===== config.mk =====
export PLATFORM = sky130hd
export DESIGN_NAME = ase_fifo_wr_arbiter
export DESIGN_NICKNAME = d
export VERILOG_FILES = /design/src/rtl/ase_fifo_wr_arbiter.sv
export SDC_FILE = /design/constraint.sdc
export NUM_CORES = 1
export LEC_CHECK = 0
export ABC_AREA = 1
export BUFFER_PORTS_ARGS = -buffer_cell sky130_fd_sc_hd__buf_2
export CAP_MARGIN = 20
export CORE_UTILIZATION = 25
export CTS_CLUSTER_SIZE = 12
export DETAILED_ROUTE_END_ITERATION = 12
export PLACE_DENSITY_LB_ADDON = 0.08
export SYNTH_ARGS = -nofsm -noshare
export SYNTH_HDL_FRONTEND = slang
export SYNTH_SLANG_ARGS = --single-unit

===== constraint.sdc =====
create_clock -name clk -period 3.88 [get_ports clk]
set_input_delay 0.776 -clock clk [delete_from_list [all_inputs] [get_ports clk]]
set_output_delay 0.776 -clock clk [all_outputs]
set_load 0.05 [all_outputs]

===== src/rtl/ase_fifo_wr_arbiter.sv =====
// Round-robin arbiter sharing one FIFO write port among NUM_REQ requesters; optional ASE_ARB_STATS_EN adds stall_cnt.
// Latency: 1 cycle from req_valid&req_ready to the registered fifo_wr_en/fifo_din; 1 word/cycle.
// Backpressure: no grant unless fifo_count plus the in-flight write leaves room in the FIFO.
module ase_fifo_wr_arbiter #(
    parameter int DATA_WIDTH  = 64,
    parameter int NUM_REQ     = 4,
    parameter int DEPTH_BASE2 = 4,
    parameter int ID_WIDTH    = $clog2(NUM_REQ)
) (
    input  logic                             clk,
    input  logic                             rst_n,
    input  logic [NUM_REQ-1:0]               req_valid,
    input  logic [NUM_REQ*DATA_WIDTH-1:0]    req_data,
    output logic [NUM_REQ-1:0]               req_ready,
    output logic                             fifo_wr_en,
    output logic [ID_WIDTH+DATA_WIDTH-1:0]   fifo_din,
    input  logic [DEPTH_BASE2:0]             fifo_count,
    input  logic                             fifo_overflow,
    output logic                             err_overflow
`ifdef ASE_ARB_STATS_EN
    ,
    output logic [31:0]                      stall_cnt
`endif
);

    localparam int DEPTH = 1 << DEPTH_BASE2;
    localparam int PW    = ID_WIDTH + 1;

    logic                           fifo_wr_en_q, fifo_wr_en_d;
    logic [ID_WIDTH+DATA_WIDTH-1:0] fifo_din_q, fifo_din_d;
    logic [ID_WIDTH-1:0]            rr_ptr_q, rr_ptr_d;
    logic                           err_overflow_q, err_overflow_d;

    logic [DEPTH_BASE2+1:0]         occupancy;
    logic                           space;
    logic                           gnt_any;
    logic [ID_WIDTH-1:0]            gnt_idx;
    logic [NUM_REQ-1:0]             gnt;
    logic [PW-1:0]                  cand;
    logic [PW-1:0]                  nxt_ptr;
    logic [DATA_WIDTH-1:0]          sel_data;

    // The word registered last cycle is not yet in fifo_count, so count it as occupied.
    assign occupancy = {1'b0, fifo_count} + {{(DEPTH_BASE2+1){1'b0}}, fifo_wr_en_q};
    assign space     = occupancy < (DEPTH_BASE2+2)'(DEPTH);

    always_comb begin
        gnt_any = 1'b0;
        gnt_idx = '0;
        cand    = '0;
        for (int k = 0; k < NUM_REQ; k++) begin
            cand = {1'b0, rr_ptr_q} + PW'(k);
            if (cand >= PW'(NUM_REQ)) begin
                cand = cand - PW'(NUM_REQ);
            end
            if (!gnt_any && space && req_valid[cand[ID_WIDTH-1:0]]) begin
                gnt_any = 1'b1;
                gnt_idx = cand[ID_WIDTH-1:0];
            end
        end
    end

    always_comb begin
        gnt = '0;
        if (gnt_any) begin
            gnt[gnt_idx] = 1'b1;
        end
    end

    assign req_ready = rst_n ? gnt : '0;

    always_comb begin
        sel_data = '0;
        for (int i = 0; i < NUM_REQ; i++) begin
            if (gnt_idx == ID_WIDTH'(i)) begin
                sel_data = req_data[i*DATA_WIDTH +: DATA_WIDTH];
            end
        end
    end

    always_comb begin
        fifo_wr_en_d   = 1'b0;
        fifo_din_d     = fifo_din_q;
        rr_ptr_d       = rr_ptr_q;
        err_overflow_d = err_overflow_q | fifo_overflow;
        nxt_ptr        = {1'b0, gnt_idx} + PW'(1);
        if (nxt_ptr >= PW'(NUM_REQ)) begin
            nxt_ptr = '0;
        end
        if (gnt_any) begin
            fifo_wr_en_d = 1'b1;
            fifo_din_d   = {gnt_idx, sel_data};
            rr_ptr_d     = nxt_ptr[ID_WIDTH-1:0];
        end
    end

    always_ff @(posedge clk or negedge rst_n) begin
        if (!rst_n) begin
            fifo_wr_en_q   <= 1'b0;
            fifo_din_q     <= '0;
            rr_ptr_q       <= '0;
            err_overflow_q <= 1'b0;
        end else begin
            fifo_wr_en_q   <= fifo_wr_en_d;
            fifo_din_q     <= fifo_din_d;
            rr_ptr_q       <= rr_ptr_d;
            err_overflow_q <= err_overflow_d;
        end
    end

    assign fifo_wr_en   = fifo_wr_en_q;
    assign fifo_din     = fifo_din_q;
    assign err_overflow = err_overflow_q;

`ifdef ASE_ARB_STATS_EN
    logic [31:0] stall_cnt_q, stall_cnt_d;

    // Counts cycles where someone wants to write but the FIFO has no room; saturates.
    always_comb begin
        stall_cnt_d = stall_cnt_q;
        if ((|req_valid) && !space && (stall_cnt_q != 32'hFFFF_FFFF)) begin
            stall_cnt_d = stall_cnt_q + 32'd1;
        end
    end

    always_ff @(posedge clk or negedge rst_n) begin
        if (!rst_n) begin
            stall_cnt_q <= '0;
        end else begin
            stall_cnt_q <= stall_cnt_d;
        end
    end

    assign stall_cnt = stall_cnt_q;
`endif

endmodule

* Yosys cells after proc, flatten, opt, wreduce, memory -nomap -nowiden
Cells that the tools add are included.
Storage, ports and cells: register bits after elaboration 70
Operators by class: $add $sub $neg 9, order comparisons 12, equality and inequality tests 3, multiplexer cells 30, bitwise operators 1, reduce and logical (&&, ||, !) cells 12
Operator list (count):
- $mux W64 | 4
- $mux W2 | 9
- $lt A2 B3 Y1 const B | 5
- $ge A3 B3 Y1 const B | 4
- $mux W1 | 10
- $bmux W1 S2 | 4
- $logic_and A1 B1 Y1 | 8
- $mux W4 | 2
- $sub A2 B1 Y2 const B | 4
- $add A2 B1 Y3 const B | 2
- $add A2 B2 Y3 const B | 2
- $add A5 B1 Y6 | 1
- $lt A6 B5 Y1 const B | 1
- $eq A2 B2 Y1 const B | 2
- $ge A2 B3 Y1 const B | 1
- $logic_not A1 Y1 | 3
- $demux W1 S2 | 1
- $eq A2 B1 Y1 const B | 1
- $ge A2 B1 Y1 const B | 1
- $logic_not A2 Y1 | 1
- $or A1 B1 Y1 | 1

* Logic depth before layout (Yosys ltp)
Gate-level depths: netlist of the first run.
word-level depth 24, mapped depth 24, depth with buffers taken out 21

* Least setup slack after synthesis of the first run
No wires, ideal clock.
path type input to output, from in fifo_count[2], to out req_ready[2], data arrival time 2.932 ns, data required time 3.104 ns, slack 0.172 ns, cell stages on the path 13, path buffers 2, cells stage by stage nand3_1 > nor2_1 > nor2_1 > nand2_2 > nand3_1 > nand2_1 > nand2_1 > nand2_1 > inv_1 > ha_1 > clkbuf_1 > clkbuf_1 > and3_1
On the way: word-level cells in the longest chain between the ends 22
RTL lines:
- start, declared | RTL line 17 | input logic [DEPTH_BASE2:0] fifo_count,
- $add A5 B1 Y6 * | RTL line 44 | assign occupancy = {1'b0, fifo_count} + {{(DEPTH_BASE2+1){1'b0}}, fifo_wr_en_q};
- $lt A6 B5 Y1 * | RTL line 45 | assign space = occupancy < (DEPTH_BASE2+2)'(DEPTH);
- $logic_and A1 B1 Y1 | RTL line 56 | if (!gnt_any && space && req_valid[cand[ID_WIDTH-1:0]]) begin
- $mux W1 | RTL line 56
- $logic_not A1 Y1 | RTL line 56
- $logic_and A1 B1 Y1 (2 in a row) | RTL line 56
- $mux W1 | RTL line 56
- $logic_not A1 Y1 | RTL line 56
- (+6 left out)
- $mux W2 * | RTL line 56
- via gnt_idx[0] | RTL line 37 | logic [ID_WIDTH-1:0] gnt_idx;
- $lt A2 B3 Y1 (not written as such) / $ge A2 B1 Y1 (equally long branches) | RTL line 66 | gnt[gnt_idx] = 1'b1;
- $logic_and A1 B1 Y1 (not written as such) | RTL line 66
- $mux W1 (not written as such) | RTL line 66
- $demux W1 S2 * | RTL line 66
- $mux W4 * | RTL line 65 | if (gnt_any) begin
- $mux W4 * | RTL line 70 | assign req_ready = rst_n ? gnt : '0;
- end, declared | RTL line 14 | output logic [NUM_REQ-1:0] req_ready,
Mark *: on every way through the listed nets, which the timed path passes. The rest lies on a longest branch.

* Worst setup path in the final report of the first run
from reg rr_ptr_q[0], to out req_ready[1]
On the way: word-level cells in the longest chain between the ends 24
RTL lines:
- start, declared | RTL line 31 | logic [ID_WIDTH-1:0] rr_ptr_q, rr_ptr_d;
- start signal, assigned | RTL line 106 | rr_ptr_q <= rr_ptr_d;
- $ge A2 B3 Y1 / $sub A2 B1 Y2 (equally long branches) | RTL line 53, 54
- $mux W2 | RTL line 53 | if (cand >= PW'(NUM_REQ)) begin
- $bmux W1 S2 | RTL line 56
- $mux W1 (not written as such) | RTL line 56
- $logic_and A1 B1 Y1 | RTL line 56
- $mux W1 | RTL line 56
- $logic_not A1 Y1 | RTL line 56
- $logic_and A1 B1 Y1 (2 in a row) | RTL line 56
- (+8 left out)
- $mux W2 * | RTL line 56
- via gnt_idx[0] | RTL line 37
- $lt A2 B3 Y1 (not written as such) / $ge A2 B1 Y1 (equally long branches) | RTL line 66
- $logic_and A1 B1 Y1 (not written as such) | RTL line 66
- $mux W1 (not written as such) | RTL line 66
- $demux W1 S2 * | RTL line 66
- $mux W4 * | RTL line 65
- $mux W4 * | RTL line 70
Mark *: on every way through the listed nets, which the timed path passes. The rest lies on a longest branch. The select of a mux whose other input is x is not followed.

==> results of run 1 <==
per-layer routing:
| layer | track usage (%) | wire (um) |
|---|---|---|
| met3 | 4.03 | 1460 |
| met4 | 5.99 | 287 |
| met2 | 36.1 | 10800 |
| met5 | 0 | 0 |
| met1 | 23.8 | 8950 |
report_power, final:
group          leakage [nW]  internal (W)  switching [W]  total [W]
registers             0.871       0.00113       0.000224    0.00136
clock network         0.146      0.000497       0.000327   0.000824
logic                  3.03       0.00193        0.00468    0.00661
worst register-to-register path, cell delays in order (launching register included):
cell	delay, ns
dfrtp_1	0.50
inv_4	0.18
nand2_2	0.08
nand3_1	0.07
nand2_1	0.07
nor2_1	0.25
nand3_1	0.14
nand3_1	0.09
nand2_1	0.06
nand2_1	0.15
inv_1	0.09
ha_2	0.21
buf_12	0.19
nor2_4	0.16
buf_4	0.29
nand2_1	0.09
nand2_1	0.06
o21ai_0	0.07
o21ai_0	0.23
nand2_1	0.09
nand2_1	0.06
synth_stat cells, types with 2 or more instances:
| master | n |
|---|---|
| clkbuf_1 | 40 |
| nand2_1 | 364 |
| buf_6 | 2 |
| o21ai_0 | 129 |
| inv_1 | 9 |
| buf_2 | 10 |
| nand3_1 | 45 |
| nand3_2 | 31 |
| a21oi_1 | 64 |
| buf_12 | 3 |
| dfrtp_1 | 70 |
| nand2_2 | 7 |
| buf_4 | 6 |
| ha_1 | 4 |
| and3_1 | 4 |
| nor2_1 | 8 |
| buf_1 | 2 |
| nand4_1 | 3 |
per-stage QoR:
stage / utilization, % / worst slack [ns] / power, W / hold WS (ns) / instances
after floorplan: - / 0.172 / 0.00633 / 0.480 / 809
after global placement: 34.8 / 0.374 / 0.00806 / 0.459 / 1368
after detailed placement: 34.8 / 0.388 / 0.00810 / 0.456 / 1368
after CTS: 36.3 / 0.203 / 0.00894 / 0.453 / 1384
after global routing: 36.3 / 0.0362 / 0.00974 / 0.479 / 1384
final: 36.3 / 0.306 / 0.00879 / 0.434 / 1384
final cells by class:
cell class | instances | share of cell area [%]
multi-input cells | 664 | 42.1
repair buffers | 353 | 25.1
flip-flops and latches | 70 | 23.7
well taps | 270 | 4.57
clock buffers | 10 | 3.10
clock inverters | 6 | 0.847
inverters | 11 | 0.593
worst max path at each step:
stage | end | slack (ns) | startpoint | depth (start not counted)
floorplan | req_ready[2] | 0.17 | fifo_count[2] | 13
global placement | req_ready[1] | 0.37 | req_valid[3] | 12
finish | req_ready[1] | 0.31 | rr_ptr_q[0] | 12
detailed placement | req_ready[1] | 0.39 | req_valid[3] | 12
global route | req_ready[1] | 0.04 | rr_ptr_q[0] | 12
CTS | req_ready[1] | 0.20 | rr_ptr_q[0] | 12
cells by family (layout without fill, tap and decap cells):
group           count (synthesis)  in the layout  share of synthesized area, %
compound gates                195            195                          18.7
fa+ha+maj                       4              4                         0.959
buf+inv                        75            380                          7.50
flops                          70             70                          33.6
simple gates                  465            465                          39.2
what timing repair did:
action | in CTS | in global routing
setup endpoints to repair | 0 | 1
resized for setup | 0 | 1
hold buffers | 0 | 0
endpoints found under the hold margin | 0 | 0
registers in the layout (all words and copies together) (netlist names):
name / count
rr_ptr_q: 2
fifo_wr_en: 1
err_overflow: 1
fifo_din: 66
==> impl_results.md, run 1 <==
* Outcome: completed
* Maximum fanout encountered on the critical timing path at 11
* Aggregate global-route resource usage at 20.0%
* Sequential standard cell area at 1750 um2
* Share of flip-flops with an asynchronous set or reset at 100%
* Setup TNS at 0 ns
* Final weighted congestion in routability-driven placement at 0.814
* Core Area at 20400 um2
* Largest stage delay on the critical path at 0.50 ns
* Maximum clock rate at 280 MHz
* Layout overhead on the synthesized area at 41.5%
* Multi-input combinational cell area at 3110 um2
* Worst vdd rail ir drop at 0.000587 V
* DRT antenna net count at 0
* Cell area after synthesis at 5220 um2
* Cell with the most instances on the worst path: nand2_1
* Transition time at the pin with the least slew margin at 0.974 ns
* Slack of the worst reg-to-reg path at 0.67 ns
* Worst Path Arrival at 2.80 ns
* Deepest level of the CTS H-tree at 3
* Total Nets Final at 1381
* Final hold violations at 0
* First-pass GRT wire length at 33600 um
* Synth top area cells: dfrtp_1, nand2_1, o21ai_0, a21oi_1, nand3_2
* Number of storage elements in the synthesis netlist at 70
* Required time of the worst setup path at 3.10 ns
* Highest-count cells in the layout ignoring fill and taps: nand2_1, buf_2, o21ai_0
* Worst-path cell with the longest stage delay: dfrtp_1
* Clock latency at the later pin of the worst-skew pair at 0.34 ns
* Worst Skew at 0.00614 ns
* First-iteration detailed-routing DRC count at 244
* Part of the Yosys area used for sequential elements at 33.6%
* Power density over cell area at 1190 nW/um2
* Antenna diode count at 0
* Initial antenna violation count at 0
* Worst R2R Path Depth at 20
* Initial DRT Pass Iterations at 7
* Clock transition at the register clock pins on the worst setup and hold paths after CTS at 0.06 ns
* Primary flip-flop cell chosen by synthesis mapping: dfrtp_1
* TritonCTS clock tree: done
* Post-DP HPWL at 15300 um
* Type of the setup path with the least slack: flop to primary output
* End of the worst register-to-register path: fifo_din[35]
* Worst reg2reg startpoint: rr_ptr_q[0]
* # rows at 52
* DRC Markers at 0
* Family of cells with the greatest summed delay on the critical path: simple AND/OR/NAND/NOR gates
* Count of fill cells added during filler insertion at 2271
* GRT Residual Overflow at 0
* Clk buf depth at 2
* Critical Path Sink Type: primary output
* Die extent in y at 147 um
* Vias in the first global route at 6235
* Final Max Slew Viols at 0
* RSZ-0062 raised after global routing: no
* PortBufs at 339
* I/O Pins at 340
* Initial Util at 25.6%
* Synthesis Warnings at 0
* Syn nets at 1081
* Overall die area at 21500 um2
* Largest net degree at the start of global routing at 129
* Proportion of layout cells with a drive suffix above 1 at 37.3%
* Wire length reported by the detailed router at 21500 um
* Number of flops mapped to enable cells by yosys at 0
* Yosys top cell by area: dfrtp_1
* Root Driver: clkbuf_16
* Portion of the clock cycle consumed by the worst path in the final layout at 92.1%
* Mapped Avg Cell Area at 6.45 um2
* Shortest period the worst path allows at 3.57 ns
* Count of vias placed by the detailed router at 6275
* Drt via density at 4.53
* Number of setup buffers added after CTS at 0
* Min-delay worst type: primary input to async pin
* Combined buffer and inverter count along the critical path at 2
* Most common cell after layout, fill and taps aside: nand2_1
* Crit path launch type: flop
* Worst rel slew slack at 35.1%
* Gate count after technology mapping at 809
* Count of final setup violators at 0
* Static leakage at 4.05 nW
* Ordered list of cells on the worst path: inv_4 -> nand2_2 -> nand3_1 -> nand2_1 -> nor2_1 -> nand3_1 -> nand2_1 -> nand2_1 -> nand2_1 -> ha_2 -> and3_1 -> buf_2
* CTS Buf Count at 9
* Post-Layout Inst Area at 7390 um2
* Count of unique library cells instantiated by Yosys at 26
* CTS Sinks at 70
* Placed Instance Area at 7090 um2
* Wire length per cell at 15.6 um
* Area fraction of the dominant cell type after synthesis at 33.6%
* Maximum capacitance violations at 0
* Width of the chip at 147 um
(Power assumes the default switching activity.)
==> run 2, diff against run 1 <==
==> constraint.sdc (replaced) <==
create_clock -name clk -period 3.88 [get_ports clk]
set_input_delay 0.388 -clock clk [delete_from_list [all_inputs] [get_ports clk]]
set_output_delay 0.388 -clock clk [all_outputs]
set_load 0.05 [all_outputs]
==> impl_results.md, run 2 (synthesis gave the netlist of run 1 again) <==
* Count of final setup violators at 0 (unchanged)
* Worst Path Arrival at 3.12 ns (was 2.80 ns)
* Final weighted congestion in routability-driven placement at 0.861 (was 0.814)
* I/O Pins at 340 (unchanged)
* Static leakage at 4.07 nW (was 4.05 nW)
* Transition time at the pin with the least slew margin at 0.986 ns (was 0.974 ns)
* # rows at 52 (unchanged)
* Overall die area at 21500 um2 (unchanged)
* Layout overhead on the synthesized area at 42.6% (was 41.5%)
* Flip-flop count of the largest register, all copies and words added at 66 (unchanged)
* Clk buf depth at 2 (unchanged)
* Maximum fanout encountered on the critical timing path at 40 (was 11)
* RSZ-0062 raised after global routing: no (unchanged)
* Critical Path Source: rr_ptr_q[0] (unchanged)
* DRC Markers at 0 (unchanged)
* DRT antenna net count at 0 (unchanged)
* CTS Buf Count at 9 (unchanged)
* Setup TNS at 0 ns (unchanged)
* Worst rel slew slack at 34.3% (was 35.1%)
* Worst Skew at 0.00824 ns (was 0.00614 ns)
* Wire length per cell at 15.6 um (about the same)
* End of the worst register-to-register path: fifo_din[63] (was fifo_din[35])
* Share of power burned in the clock network at 10.8% (was 9.4%)
* Core Area at 20400 um2 (unchanged)
* Placed Instance Area at 7080 um2 (was 7090 um2)
* Count of vias placed by the detailed router at 6344 (was 6275)
* Required time of the worst setup path at 3.49 ns (was 3.10 ns)
* Deepest level of the CTS H-tree at 3 (unchanged)
* TritonCTS clock tree: done (unchanged)
* Overall power consumption at 0.00894 W (was 0.00879 W)
* Shortest period the worst path allows at 3.50 ns (was 3.57 ns)
* Drt via density at 4.57 (was 4.53)
* First-pass GRT wire length at 33200 um (was 33600 um)
* Final hold violations at 0 (unchanged)
* PortBufs at 339 (unchanged)
* Most common cell after layout, fill and taps aside: nand2_1 (unchanged)
* Post-DP HPWL at 15800 um (was 15300 um)
* Proportion of layout cells with a drive suffix above 1 at 37.3% (about the same)
* Least setup slack across all paths after layout at 0.375 ns (was 0.306 ns)
* Portion of the clock cycle consumed by the worst path in the final layout at 90.3% (was 92.1%)
* Internal power summed over all cells at 0.00371 W (was 0.00356 W)
* Die extent in y at 147 um (unchanged)
* Total Nets Final at 1384 (was 1381)
* Initial Util at 25.6% (unchanged)
* Critical Path Sink Type: primary output (unchanged)
* Antenna diode count at 0 (unchanged)
* Min-delay worst type: primary input to async pin (unchanged)
* Power dissipated by switching net loads at 0.00524 W (was 0.00523 W)
* Worst R2R Path Depth at 19 (was 20)
* Power density over cell area at 1200 nW/um2 (was 1190 nW/um2)
* Clock latency at the later pin of the worst-skew pair at 0.34 ns (about the same)
* First-iteration detailed-routing DRC count at 241 (was 244)
* Final Max Slew Viols at 0 (unchanged)
* Wire length reported by the detailed router at 21600 um (was 21500 um)
* Maximum capacitance violations at 0 (unchanged)
* Post-place setup slack at 0.444 ns (was 0.388 ns)
* Net switching share of the total power at 58.6% (was 59.5%)
* Root Driver: clkbuf_16 (unchanged)
* Post-Layout Inst Area at 7450 um2 (was 7390 um2)
* GRT Residual Overflow at 0 (unchanged)
* Initial DRT Pass Iterations at 4 (was 7)
* Vias in the first global route at 6252 (was 6235)
* Outcome: completed (unchanged)
* Clock transition at the register clock pins on the worst setup and hold paths after CTS at 0.06 ns (about the same)
* Worst Setup EP: req_ready[1] (unchanged)
* Worst vdd rail ir drop at 0.000444 V (was 0.000587 V)
* CTS Hold Buffers Added at 0 (unchanged)
* Initial antenna violation count at 1 (was 0)
* Highest-count cells in the layout ignoring fill and taps: nand2_1, buf_2, o21ai_0 (unchanged)
* Largest net degree at the start of global routing at 67 (was 129)
* Type of the setup path with the least slack: flop to primary output (unchanged)
* Crit path launch type: flop (unchanged)
* Power share of the sequential group at 15.1% (was 15.4%)
* Aggregate global-route resource usage at 19.7% (was 20.0%)
* Slack of the worst reg-to-reg path at 0.58 ns (was 0.67 ns)
* Maximum clock rate at 285 MHz (was 280 MHz)
* Width of the chip at 147 um (unchanged)
* Combinational group share of total power at 74.1% (was 75.2%)
* CTS Sinks at 70 (unchanged)
* Worst reg2reg startpoint: rr_ptr_q[0] (unchanged)
[run 2: how the worst min path moves through the flow]
stage	endpoint	slack (ns)	depth (start not counted)
after floorplan	err_overflow	0.09	0
after global placement	err_overflow	0.45	1
after detailed placement	err_overflow	0.45	1
after CTS	fifo_din[18]	0.1	1
after global routing	fifo_din[18]	0.12	1
final	fifo_din[18]	0.08	1
[run 2: through the flow]
stage                     util [%]  std cells  hold slack, ns
after global placement        34.8       1370           0.445
after detailed placement      34.8       1370           0.452
after CTS                     36.5       1386          0.0967
after floorplan                  -        809          0.0924
final                         36.6       1387          0.0783
after global routing          36.6       1387           0.120
[run 2: power groups by stage]
stage	Combinational (W)	Sequential, W	Clock (W)
3_3_place_gp	0.00666	0.00136	0
5_1_grt	0.00746	0.00140	0.00102
4_1_cts	0.00668	0.00136	0.000996
6_report	0.00663	0.00135	0.000963
2_1_floorplan	0.00389	0.00244	0
3_5_place_dp	0.00667	0.00136	0
[run 2: area by class of cell]
cell class,count,area (um2)
multi-input combinational,664,3120
timing repair buffer,356,1860
clock inverter,5,108
clock buffer,11,233
fill,2261,12900
inverter,11,41.3
tap,270,338
sequential,70,1750
[run 2: timing repair]
item / in CTS / in global routing
buffers inserted: 0 / 1
resized for setup: 0 / 1
setup endpoints to repair: 0 / 2
hold endpoints to repair: 0 / 0
[run 2: worst max-delay path, cell delays in order, from the launching register on]
cell and delay, ns:
dfrtp_1 0.49, inv_2 0.24, nand2_2 0.09, nand3_1 0.08, nand2_1 0.07, nor2_1 0.26, nand3_1 0.14, nand2_1 0.08
nand2_1 0.07, nand2_1 0.21, ha_4 0.33, buf_12 0.26, and3_1 0.18, buf_2 0.26
[run 2: routing by layer]
| layer | wire [um] | track usage (%) | vias up |
|---|---|---|---|
| met1 | 9100 | 23.6 | 2826 |
| met4 | 180 | 4.69 | 0 |
| met3 | 1470 | 4.38 | 11 |
| li1 | - | - | 3254 |
| met2 | 10800 | 35.5 | 253 |
| met5 | 0 | 0 | - |
